==> src/rtl/pipeline_pkg.sv <==
// Shared types and constants for the pipeline hazard controller.
package pipeline_pkg;

  typedef enum logic {
    ST_RUN,
    ST_REDIRECT
  } hz_state_e;

  localparam int FWD_RF = 0;

  // Decoder flag positions used to derive ra_we / ra_jalr.
  localparam int FLAG_WE_BIT   = 0;
  localparam int FLAG_JALR_BIT = 10;

endpackage

==> src/rtl/hazard_match.sv <==
// Matches one source against N pending writers; reports the youngest hit.
module hazard_match #(
  parameter int AW = 5,
  parameter int N  = 2,
  parameter int IW = 2
) (
  input  logic [AW-1:0]   src,
  input  logic [N-1:0]    we,
  input  logic [N*AW-1:0] rd,
  input  logic [N-1:0]    is_load,
  output logic            hit,
  output logic [IW-1:0]   idx,
  output logic            load_hit
);

  // Walk oldest to youngest so the youngest match wins.
  always_comb begin
    hit      = 1'b0;
    idx      = '0;
    load_hit = 1'b0;
    for (int k = N - 1; k >= 0; k--) begin
      if (we[k] && rd[k*AW +: AW] != '0
          && rd[k*AW +: AW] == src) begin
        hit      = 1'b1;
        idx      = IW'(k);
        load_hit = is_load[k];
      end
    end
  end

endmodule

==> src/rtl/pipeline_hazard_unit.sv <==
// Stall/forward control, JALR redirect FSM, stall counter and watchdog.
module pipeline_hazard_unit
  import pipeline_pkg::*;
#(
  parameter int REG_AW          = 5,
  parameter int N_LATE          = 2,
  parameter int FWD_MODE        = 0,
  parameter int REDIRECT_CYCLES = 2,
  parameter int STALL_LIMIT     = 64,
  parameter int CNT_W           = 16,
  parameter int SEL_W           = $clog2(N_LATE + 1)
) (
  input  logic                     clk,
  input  logic                     rst_n,
  input  logic                     dec_valid,
  input  logic [REG_AW-1:0]        dec_rs1,
  input  logic [REG_AW-1:0]        dec_rs2,
  input  logic                     ra_valid,
  input  logic                     ra_we,
  input  logic [REG_AW-1:0]        ra_rd,
  input  logic [REG_AW-1:0]        ra_rs1,
  input  logic [REG_AW-1:0]        ra_rs2,
  input  logic                     ra_jalr,
  input  logic [N_LATE-1:0]        late_we,
  input  logic [N_LATE-1:0]        late_is_load,
  input  logic [N_LATE*REG_AW-1:0] late_rd,
  input  logic                     cnt_clear,
  output logic                     fetch_en,
  output logic                     decoded_latch_en,
  output logic                     reg_access_latch_en,
  output logic                     alu_latch_en,
  output logic                     flush_decoded,
  output logic                     jmpctrl_en,
  output logic [SEL_W-1:0]         fwd_rs1_sel,
  output logic [SEL_W-1:0]         fwd_rs2_sel,
  output logic [CNT_W-1:0]         stall_count,
  output logic                     deadlock_err
);

  localparam int RUN_W = $clog2(STALL_LIMIT + 1);
  localparam logic [2:0] RCNT_INIT = 3'(REDIRECT_CYCLES - 1);

  // Decoded sources also see reg_access as the youngest writer.
  logic [N_LATE:0]            dw_we;
  logic [N_LATE:0]            dw_ld;
  logic [(N_LATE+1)*REG_AW-1:0] dw_rd;

  assign dw_we = {late_we, ra_we};
  assign dw_ld = {late_is_load, 1'b0};
  assign dw_rd = {late_rd, ra_rd};

  logic             d1_hit, d2_hit, r1_hit, r2_hit;
  logic             d1_ld, d2_ld, r1_ld, r2_ld;
  logic [SEL_W-1:0] d1_idx, d2_idx, r1_idx, r2_idx;
  logic             unused_dec;

  assign unused_dec = ^{d1_ld, d2_ld, d1_idx, d2_idx};

  hazard_match #(.AW(REG_AW), .N(N_LATE + 1), .IW(SEL_W)) u_d1 (
    .src(dec_rs1), .we(dw_we), .rd(dw_rd), .is_load(dw_ld),
    .hit(d1_hit), .idx(d1_idx), .load_hit(d1_ld)
  );

  hazard_match #(.AW(REG_AW), .N(N_LATE + 1), .IW(SEL_W)) u_d2 (
    .src(dec_rs2), .we(dw_we), .rd(dw_rd), .is_load(dw_ld),
    .hit(d2_hit), .idx(d2_idx), .load_hit(d2_ld)
  );

  hazard_match #(.AW(REG_AW), .N(N_LATE), .IW(SEL_W)) u_r1 (
    .src(ra_rs1), .we(late_we), .rd(late_rd),
    .is_load(late_is_load),
    .hit(r1_hit), .idx(r1_idx), .load_hit(r1_ld)
  );

  hazard_match #(.AW(REG_AW), .N(N_LATE), .IW(SEL_W)) u_r2 (
    .src(ra_rs2), .we(late_we), .rd(late_rd),
    .is_load(late_is_load),
    .hit(r2_hit), .idx(r2_idx), .load_hit(r2_ld)
  );

  logic dec_blk, ra_blk, stall;

  always_comb begin
    dec_blk     = 1'b0;
    ra_blk      = 1'b0;
    fwd_rs1_sel = SEL_W'(FWD_RF);
    fwd_rs2_sel = SEL_W'(FWD_RF);
    if (FWD_MODE == 0) begin
      dec_blk = dec_valid && (d1_hit || d2_hit);
      ra_blk  = ra_valid && (r1_hit || r2_hit);
    end else begin
      // Only a load still in the ALU stage forces a bubble.
      ra_blk = ra_valid && late_is_load[0]
            && ((r1_hit && r1_idx == '0)
             || (r2_hit && r2_idx == '0));
      if (r1_hit && !r1_ld)
        fwd_rs1_sel = r1_idx + SEL_W'(1);
      if (r2_hit && !r2_ld)
        fwd_rs2_sel = r2_idx + SEL_W'(1);
    end
  end

  assign stall = dec_blk || ra_blk;

  hz_state_e  state_q, state_d;
  logic [2:0] rcnt_q, rcnt_d;
  logic       redir;

  always_comb begin
    state_d       = state_q;
    rcnt_d        = rcnt_q;
    jmpctrl_en    = 1'b0;
    flush_decoded = 1'b0;
    redir         = 1'b0;
    unique case (state_q)
      ST_RUN: begin
        jmpctrl_en = ra_valid && ra_jalr && !ra_blk;
        if (jmpctrl_en) begin
          flush_decoded = 1'b1;
          state_d       = ST_REDIRECT;
          rcnt_d        = RCNT_INIT;
        end
      end
      ST_REDIRECT: begin
        flush_decoded = 1'b1;
        redir         = 1'b1;
        if (rcnt_q == '0)
          state_d = ST_RUN;
        else
          rcnt_d = rcnt_q - 3'd1;
      end
    endcase
  end

  assign alu_latch_en        = 1'b1;
  assign reg_access_latch_en = !ra_blk;
  assign decoded_latch_en    = !stall;
  assign fetch_en            = !stall && !redir;

  logic [CNT_W-1:0] cnt_q, cnt_d;
  logic [RUN_W-1:0] run_q, run_d;
  logic             err_q, err_d;

  always_comb begin
    cnt_d = cnt_q;
    if (cnt_clear)
      cnt_d = '0;
    else if (stall && cnt_q != '1)
      cnt_d = cnt_q + CNT_W'(1);
    run_d = '0;
    if (stall)
      run_d = (run_q == RUN_W'(STALL_LIMIT))
            ? run_q : run_q + RUN_W'(1);
    err_d = err_q
         || (stall && run_q == RUN_W'(STALL_LIMIT - 1));
  end

  always_ff @(posedge clk or negedge rst_n) begin
    if (!rst_n) begin
      state_q <= ST_RUN;
      rcnt_q  <= '0;
      cnt_q   <= '0;
      run_q   <= '0;
      err_q   <= 1'b0;
    end else begin
      state_q <= state_d;
      rcnt_q  <= rcnt_d;
      cnt_q   <= cnt_d;
      run_q   <= run_d;
      err_q   <= err_d;
    end
  end

  assign stall_count  = cnt_q;
  assign deadlock_err = err_q;

endmodule

==> config.mk <==
export PLATFORM = sky130hd
export DESIGN_NAME = pipeline_hazard_unit
export DESIGN_NICKNAME = d
export VERILOG_FILES = /design/src/rtl/pipeline_pkg.sv /design/src/rtl/hazard_match.sv /design/src/rtl/pipeline_hazard_unit.sv
export SDC_FILE = /design/constraint.sdc
export NUM_CORES = 1
export LEC_CHECK = 0
export CORE_MARGIN = 2
export CORE_UTILIZATION = 48
export CTS_BUF_LIST = sky130_fd_sc_hd__clkbuf_2 sky130_fd_sc_hd__clkbuf_4 sky130_fd_sc_hd__clkbuf_8
export CTS_CLUSTER_DIAMETER = 200
export CTS_CLUSTER_SIZE = 25
export DETAILED_ROUTE_END_ITERATION = 16
export PLACE_DENSITY_LB_ADDON = 0.08
export SLEW_MARGIN = 20
export SYNTH_ARGS = -nofsm -noshare
export SYNTH_HDL_FRONTEND = slang
export SYNTH_SLANG_ARGS = --single-unit
export TNS_END_PERCENT = 10
==> constraint.sdc <==
create_clock -name clk -period 3.9 [get_ports clk]
set_input_delay 0.975 -clock clk [delete_from_list [all_inputs] [get_ports clk]]
set_output_delay 0.975 -clock clk [all_outputs]
set_load 0.05 [all_outputs]
==> results of run 1 <==
[where the power goes]
| group | switching, mW | leakage, nW | internal [mW] |
|---|---|---|---|
| clock network | 0.0897 | 0.0357 | 0.137 |
| logic | 0.192 | 0.944 | 0.182 |
| registers | 0.0207 | 0.379 | 0.312 |
| total | 0.303 | 1.36 | 0.632 |
[cells in the mapped netlist, drive strengths merged (3+ instances only)]
| cell type | number |
|---|---|
| o31ai | 8 |
| nor2b | 3 |
| xor2 | 41 |
| a21oi | 13 |
| or3 | 3 |
| nand2 | 18 |
| or4 | 8 |
| ha | 5 |
| o21ai | 5 |
| xnor2 | 15 |
| and3 | 5 |
| buf | 11 |
| dfrtp | 28 |
| clkbuf | 11 |
| nor3 | 11 |
| nor4 | 3 |
| nand3 | 12 |
| nor2 | 19 |
| o41ai | 3 |
| inv | 11 |
| or4b | 3 |
[routing by layer]
layer | up-vias | GRT usage, % | routed length (um) | part of all wire (%)
met5 | - | 0 | 0 | 0
met4 | 0 | 6.996 | 48 | 0.94
met3 | 6 | 2.210 | 223 | 4.4
met2 | 79 | 37.17 | 2746 | 54
met1 | 972 | 24.15 | 2069 | 41
li1 | 1048 | - | - | -
[layout make-up]
| class | count | area share (%) |
|---|---|---|
| clock inverters | 1 | 0.9284 |
| multi-input cells | 203 | 45.49 |
| flip-flops and latches | 28 | 21.66 |
| well taps | 52 | 2.012 |
| repair buffers | 88 | 27.35 |
| inverters | 11 | 1.277 |
| clock buffers | 3 | 1.277 |
[stage by stage]
step / instance area, sq um / TNS (ps)
2_1_floorplan: 2281 / -301.0
3_3_place_gp: 3108 / -334.6
3_5_place_dp: 3108 / -300.2
4_1_cts: 3219 / 0
5_1_grt: 3234 / -3.693
6_report: 3234 / 0
[kinds of logic after synthesis]
logic type / Yosys count
xor gates and xnor gates: 56
and+or+nand+nor: 90
buffers and inverters: 33
other: 2
AOI/OAI and AO/OA: 44
muxes: 3
DFF: 28
adders and majority gates: 5
[worst max-delay path by stage]
stage / cells after the start / from / endpoint / slack (ps)
floorplan: 5 / late_rd[8] / jmpctrl_en / -150
global placement: 8 / late_rd[8] / fetch_en / -140
detailed placement: 7 / late_rd[1] / fetch_en / -130
CTS: 8 / ra_rs2[3] / fetch_en / 20
global route: 8 / ra_rs2[0] / fetch_en / -4
finish: 9 / late_rd[7] / fetch_en / 80
[critical path, stage by stage]
cell and delay (ps):
dlygate4sd2_1 260, or4_4 550, o21ai_4 190, buf_6 120, a211oi_1 30, buf_4 140
a2111oi_4 220, nor2b_4 230, buf_12 140
[repair_timing]
| action | in CTS | in global routing |
|---|---|---|
| endpoints found under the setup margin | 3 | 2 |
| resized for setup | 20 | 4 |
| buffers inserted | 1 | 0 |
| pin swaps | 9 | 7 |
[flip-flops by register name, indices dropped and copies added (netlist names)]
| register | cells |
|---|---|
| run_q | 7 |
| state_q | 1 |
| deadlock_err | 1 |
| rcnt_q | 3 |
| stall_count | 16 |
==> impl_metrics.tcl, run 1 <==
set metrics [dict create \
    diodes 0 \
    ant_nets 0 \
    path_class "input port to output port" \
    fin_nets 386 \
    rsz0062_at_grt "true" \
    setup_ws_ps 78.10 \
    worst-path-max-fanout 2 \
    hold_class "register to register" \
    fin_worst_skew_ps 1.150 \
    arrival_ps 2850 \
    ys.flop_type "dfrtp_1" \
    grt_max_degree 37 \
    fp.dieW_um 72.60 \
    wirelength_um 5089 \
    synthArstFlopShare_pct 100.0 \
    clk_path_buf_depth 2 \
    root_buffer "clkbuf_8" \
    multi_input_area_sq_um 1471 \
    synth_simple_gate_area_share_pct 20.83 \
    cts_tree "yes" \
    relSlewSlack_pct 49.49 \
    initial_core_util_pct 50.82 \
    finalNonFillerCells 386 \
    ys_warn_count 0 \
    final_common_cell "clkdlybuf4s50_1" \
    timing.rr.end "stall_count[9]" \
    place.detailed.hpwl_um 3988 \
    drv_slew 0 \
    vias 2105 \
    h-tree-depth 1 \
    synth_cells 261 \
    tightest_slew_ps 757.7 \
    clkTransAtPathRegs_ps 90 \
    ys_seq_area_share_pct 31.02 \
    ios 73 \
    synth_xor_area_share_pct 21.72 \
    cts_sinks 28 \
    antenna_found_initial 0 \
    grt_overflow_total 0 \
    power_density_nw_per_um2 288.9 \
    grt_usage_pct 20.17 \
    final.min_clock_period_ps 3822 \
    min_from "deadlock_err" \
    fp-row-count 24 \
    synth_top_cell_by_area "dfrtp_1" \
    synth_adder_area_share_pct 2.770 \
    synth.area.mux_share_pct 1.773 \
    vias_per_cell 5.453 \
    post-route-period-util_pct 98.00 \
    required_ps 2920 \
    synth_compound_area_share_pct 14.18 \
    final_cell_mix "clkdlybuf4s50_1, xor2_1, dfrtp_1" \
    fmax_mhz 261.7 \
    crit_path_end_kind "output port" \
    synthDistinctLibCells 45 \
    drtIter0Drc 99 \
    r2r-start "stall_count[8]" \
    syn_area_per_cell_sq_um 8.653 \
    setup_viol 0 \
    r2r_slack_ps 1330 \
    finalWeightedCongestion 0.8363 \
    die_h_um 72.60 \
    hold_slack_ps 467.9 \
    cp-start-kind "input port" \
    drtPass1Iterations 4 \
    holdPathEnd "deadlock_err" \
    regArea_sq_um 700.7 \
    area_delta_synth_final_pct 43.21 \
    ff2ff_path_depth 7 \
    place_inst 381 \
    grt_pass1_wl_um 8569 \
    hold_buffers 0 \
    ir_worst_vdd_mv 0.1406 \
    post_drt_wl_per_cell_um 13.18 \
    clkLatencyLatePin_ps 270 \
    cap_violations 0 \
    syn_area_sq_um 2258 \
    synth_top_area_share_pct 31.02 \
    finalHoldViolCount 0 \
    final_core_util_pct 72.78 \
    hold_depth 2 \
    grt_pass1_vias 2047 \
    status "complete, no violations" \
    drive_above_1_share_pct 14.37 \
    power_uw 934.3 \
    drc 0 \
    synth_edf_count 0 \
    numCtsBuffers 3 \
    fillers 358 \
    total_leakage_power_nw 1.359 \
    port_buffers 65 \
    yosys-top-cells-area "dfrtp_1, xor2_1, xnor2_1, nand2_1, nor2_1" \
    synth_top_family_by_area "XOR/XNOR gates" \
    ys_ff_latch 28 \
    pre_cts_slack_ps -134.8 \
    coreArea_sq_um 4444 \
    die_area_sq_um 5270 \
]
No activity file was read; power rests on OpenSTA's default activity.
==> run 2: changes to the inputs <==
Settings changed: CELL_PAD_IN_SITES_DETAIL_PLACEMENT set to 1, CELL_PAD_IN_SITES_GLOBAL_PLACEMENT set to 1, CORE_UTILIZATION 48 to 32, PLACE_DENSITY set to 0.89, PLACE_DENSITY_LB_ADDON 0.08 to not set.
Clock period 3.9 ns to 3.2 ns, I/O delays scaled along.
==> run 2 against run 1 <==
  * The run now ends with negative setup slack left
  * Wire length increased by 39%
  * Setup slack got worse by 220 ps
  * Cell area increased by 3.7%
  * Sequential power increased by 23%
  * Non-clock buffer count increased by 11
==> impl_metrics.tcl, run 2 (same netlist as run 1, synthesis figures left out) <==
set metrics [dict create \
    status "finished, violations left" \
    violations "negative setup slack" \
    fp-row-count 30 \
    path_class "input port to output port" \
    relSlewSlack_pct 55.58 \
    worst-path-max-fanout 2 \
    fin_worst_skew_ps 1.712 \
    fin_nets 397 \
    final_common_cell "xor2_1" \
    cts_tree "yes" \
    vias 2267 \
    rsz0062_at_grt "true" \
    finalWeightedCongestion 0.8363 \
    die_area_sq_um 7746 \
    required_ps 2400 \
    final_area_sq_um 3353 \
    largest_reg_flops 16 \
    ios 73 \
    cap_violations 0 \
    crit_slowest_cell "or4_4" \
    post-route-period-util_pct 104.5 \
    diodes 0 \
    clkLatencyLatePin_ps 280 \
    clk_path_buf_depth 2 \
    grt_pass1_wl_um 11380 \
    power_density_nw_per_um2 350.6 \
    place_inst 436 \
    ir_worst_vdd_mv 0.1310 \
    root_buffer "clkbuf_8" \
    cp-start-kind "input port" \
    fmax_mhz 299.0 \
    total_leakage_power_nw 1.442 \
    cts_sinks 28 \
    crit_path_end_kind "output port" \
    fp.dieW_um 88.01 \
    cp_slowest_stage_delay_ps 540 \
    clkTransAtPathRegs_ps 100 \
    drv_slew 0 \
    vias_per_cell 5.141 \
    coreArea_sq_um 6794 \
    drtPass1Iterations 4 \
    grt_max_degree 29 \
    grt_pass1_vias 2418 \
    port_buffers 65 \
    drtIter0Drc 82 \
    post_drt_wl_per_cell_um 16.04 \
    path_cells "buf_6 -> or4_4 -> o21ai_4 -> o22ai_4 -> a2111oi_4 -> nor2b_4 -> buf_12" \
    place_area_sq_um 3246 \
    h-tree-depth 1 \
    arrival_ps 2540 \
    fillers 794 \
    place.detailed.hpwl_um 5441 \
    hold_slack_ps 497.3 \
    drc 0 \
    grt_usage_pct 18.37 \
    antenna_found_initial 0 \
    die_h_um 88.01 \
    final_cell_mix "xor2_1, buf_4, clkdlybuf4s50_1" \
    tightest_slew_ps 664.3 \
    numCtsBuffers 3 \
    wirelength_um 7072 \
    setup_viol 2 \
    area_delta_synth_final_pct 48.48 \
    drive_above_1_share_pct 22.32 \
    pre_cts_slack_ps -518.2 \
    setup_ws_ps -144.7 \
    power_mw 1.176 \
    grt_overflow_total 0 \
    ant_nets 0 \
    finalHoldViolCount 0 \
    initial_core_util_pct 33.24 \
    hold_class "register to register" \
    final.min_clock_period_ps 3345 \
    finalNonFillerCells 441 \
]
-- run 2: cell types whose count changed in the layout (fill, tap and decap cells not counted), moves of 2 or more --
cell             before  now
clkdlybuf4s50_1      47   29
buf_4                20   32
buf_2                 0    6
clkbuf_2              0    3
dlygate4sd2_1        11   14
buf_6                 2    4
dlymetal6s2s_1        2    4
nor3_1               11    9
nor3_2                0    2
xor2_1               41   39
xor2_2                0    2
-- run 2: stage by stage --
stage | utilization, % | setup TNS [ps]
5_1_grt | 49.36 | -335.2
2_1_floorplan | - | -657.7
4_1_cts | 49.21 | -334.0
6_report | 49.36 | -208.0
3_3_place_gp | 47.77 | -5237
3_5_place_dp | 47.77 | -7207
-- run 2: path summary, 6_finish.rpt --
check                                from         endpoint  slack, ps  cells past startpoint
max                            late_rd[5]         fetch_en       -140                      7
min                          deadlock_err     deadlock_err        500                      2
max reg2reg                stall_count[7]   stall_count[9]        610                      7
min reg2reg                  deadlock_err     deadlock_err        500                      2
max in group asynchronous           rst_n  stall_count[15]       2030                      2
min in group asynchronous           rst_n   stall_count[4]        890                      2
-- run 2: area by class of cell --
type                       count  area [sq um]  share of cell area, %
clock buffer                   3         41.29                  1.231
clock inverter                 1         30.03                 0.8955
inverter                      11         41.29                  1.231
multi-input combinational    203          1505                  44.89
sequential                    28         700.7                  20.90
tap                           96         120.1                  3.582
timing repair buffer          99         914.6                  27.28
-- run 2: repair_timing --
| action | 4_1_cts | 5_1_grt |
|---|---|---|
| setup endpoints to repair | 12 | 6 |
| hold buffers | 0 | 0 |
| pin swaps | 14 | 6 |
| gates resized for setup | 69 | 11 |
| setup buffers | 0 | 1 |
-- run 2: power breakdown --
group	switching [mW]	leakage (nW)	internal [mW]	total [mW]
clock	0.114	0.0357	0.168	0.281
sequential	0.0305	0.379	0.381	0.411
combinational	0.256	1.03	0.228	0.483
-- run 2: metal layers --
layer	share of wire (%)	global-route usage (%)
met5	0	0
met4	2.1	5.510
met3	3.3	2.168
met2	55	36.43
met1	39	20.17
-- run 2: critical path: cells and delay by family --
family          cells  cell delay (ps)
compound gates      3              720
buf+inv             2              240
simple gates        2              770
==> run 3: changes to the inputs <==
Settings changed: CORE_MARGIN 2 to not set, PLACE_DENSITY 0.89 to 0.84.
==> run 3 against run 2 <==
  * The flow still finishes with violations (negative setup slack)
  * Flip-flop and latch count stayed put
  * Critical path type unchanged
  * Non-clock buffer count is 2 higher
  * Maximum frequency rose by 1.6%
  * Clock skew about the same
  * Cell area rose by 0.63%
  * Hold slack got worse by 28 ps
  * Combinational power is essentially flat
  * Highest routed layer unchanged
  * Power shrank 5.5%
  * Critical endpoint unchanged
==> impl_metrics.tcl, run 3 (same netlist as run 1, synthesis figures left out) <==
set metrics [dict create \
    die_area_sq_um 7398 \
    final.min_clock_period_ps 3293 \
    crit_path_end_kind "output port" \
    fp.dieW_um 86.01 \
    post_drt_wl_per_cell_um 15.11 \
    clkTransAtPathRegs_ps 90 \
    cap_violations 0 \
    combPwrFrac_pct 43.6 \
    coreArea_sq_um 6794 \
    post-route-period-util_pct 102.9 \
    multi_input_area_sq_um 1510 \
    initial_core_util_pct 33.24 \
    p_clk_share_pct 19.8 \
    port_buffers 65 \
    cts_tree "yes" \
    rsz0062_at_grt "true" \
    drc 0 \
    vias 2226 \
    fp-row-count 30 \
    ir_worst_vdd_mv 0.1200 \
    largest_reg_flops 16 \
    required_ps 2400 \
    hold_class "register to register" \
    diodes 0 \
    worst-path-max-fanout 2 \
    fin_nets 399 \
    grt_pass1_wl_um 11450 \
    clkLatencyLatePin_ps 270 \
    area_delta_synth_final_pct 49.42 \
    ios 73 \
    h-tree-depth 1 \
    p_switching_uw 390.4 \
    fillers 810 \
    total_leakage_power_nw 1.430 \
    violations "negative setup slack" \
    status "finished, violations left" \
    cts_sinks 28 \
    wirelength_um 6694 \
    antenna_found_initial 0 \
    cp-start-kind "input port" \
    clk_path_buf_depth 2 \
    p_int_uw 721.1 \
    regArea_sq_um 700.7 \
    swShare_pct 35.12 \
    drive_above_1_share_pct 22.77 \
    hold_buffers 0 \
    grt_max_degree 29 \
    finalWeightedCongestion 0.8178 \
    ant_nets 0 \
    fin_worst_skew_ps 1.218 \
    power_density_nw_per_um2 329.4 \
    setup_ws_ps -92.97 \
    drv_slew 0 \
    setup_viol 2 \
    grt_overflow_total 0 \
    vias_per_cell 5.025 \
    numCtsBuffers 3 \
    tightest_slew_ps 614.2 \
    root_buffer "clkbuf_8" \
    path_class "input port to output port" \
    pre_cts_slack_ps -487.2 \
    p_seq_share_pct 36.6 \
    grt_pass1_vias 2405 \
    drtPass1Iterations 4 \
    finalHoldViolCount 0 \
    power_mw 1.111 \
    grt_usage_pct 19.30 \
    relSlewSlack_pct 58.93 \
    drtIter0Drc 85 \
    final_common_cell "xor2_1" \
    final_cell_mix "xor2_1, buf_4, clkdlybuf4s50_1" \
    place.detailed.hpwl_um 5187 \
    die_h_um 86.01 \
    fmax_mhz 303.7 \
    arrival_ps 2490 \
]
run 3: cell types whose count changed in the layout (fill, tap and decap cells not counted), moves of 2 or more:
cell | previous run | this run
buf_6 | 4 | 7
clkdlybuf4s15_1 | 1 | 4
dlymetal6s2s_1 | 4 | 1
clkbuf_2 | 3 | 1
dlygate4sd2_1 | 14 | 16
run 3: per-stage QoR:
| step | area, sq um | setup TNS, ps | hold WS [ps] | cells | utilization (%) |
|---|---|---|---|---|---|
| floorplan | 2322 | -657.7 | 456.1 | 264 | - |
| global placement | 3261 | -5389 | 445.0 | 438 | 47.99 |
| detailed placement | 3261 | -7731 | 455.0 | 438 | 47.99 |
| CTS | 3354 | -248.8 | 478.2 | 443 | 49.37 |
| global route | 3374 | -322.6 | 497.7 | 443 | 49.67 |
| finish | 3374 | -161.5 | 469.7 | 443 | 49.67 |
run 3: layer usage:
metal | up-vias | track usage (%) | routed length, um
met3 | 10 | 0.9625 | 174
met4 | 0 | 4.848 | 107
met2 | 58 | 37.73 | 3644
met1 | 1089 | 22.73 | 2767
met5 | - | 0 | 0
li1 | 1069 | - | -
run 3: power by group through the flow:
stage | clock network, mW | logic, mW | registers, mW
6_report | 0.220 | 0.484 | 0.407
2_1_floorplan | 0 | 0.263 | 0.414
4_1_cts | 0.225 | 0.483 | 0.408
3_3_place_gp | 0 | 0.467 | 0.413
3_5_place_dp | 0 | 0.483 | 0.415
5_1_grt | 0.236 | 0.530 | 0.412
run 3: critical path, stage by stage:
cell	delay, ps
buf_2	110
or4_4	540
o21ai_4	160
buf_4	130
a211oi_2	40
a2111oi_4	340
nor2b_4	230
buf_12	140
run 3: timing repair:
| action | 4_1_cts | 5_1_grt |
|---|---|---|
| resized for setup | 74 | 9 |
| setup endpoints to repair | 18 | 4 |
| pin swaps | 12 | 6 |
| setup buffers | 1 | 0 |
run 3: final cells by class:
class / count / share of cell area, %
repair buffers: 101 / 28.07
inverters: 11 / 1.224
clock buffers: 4 / 1.631
flip-flops and latches: 28 / 20.76
multi-input cells: 203 / 44.75
well taps: 96 / 3.560
run 3: path summary, 6_finish.rpt:
path	from	endpoint	slack [ps]	cells after the start
min in group asynchronous	rst_n	deadlock_err	900	2
hold / removal	deadlock_err	deadlock_err	470	2
setup / recovery	late_rd[3]	fetch_en	-90	8
max in group asynchronous	rst_n	stall_count[1]	2030	2
setup reg to reg	stall_count[7]	stall_count[9]	800	7
hold reg to reg	deadlock_err	deadlock_err	470	2
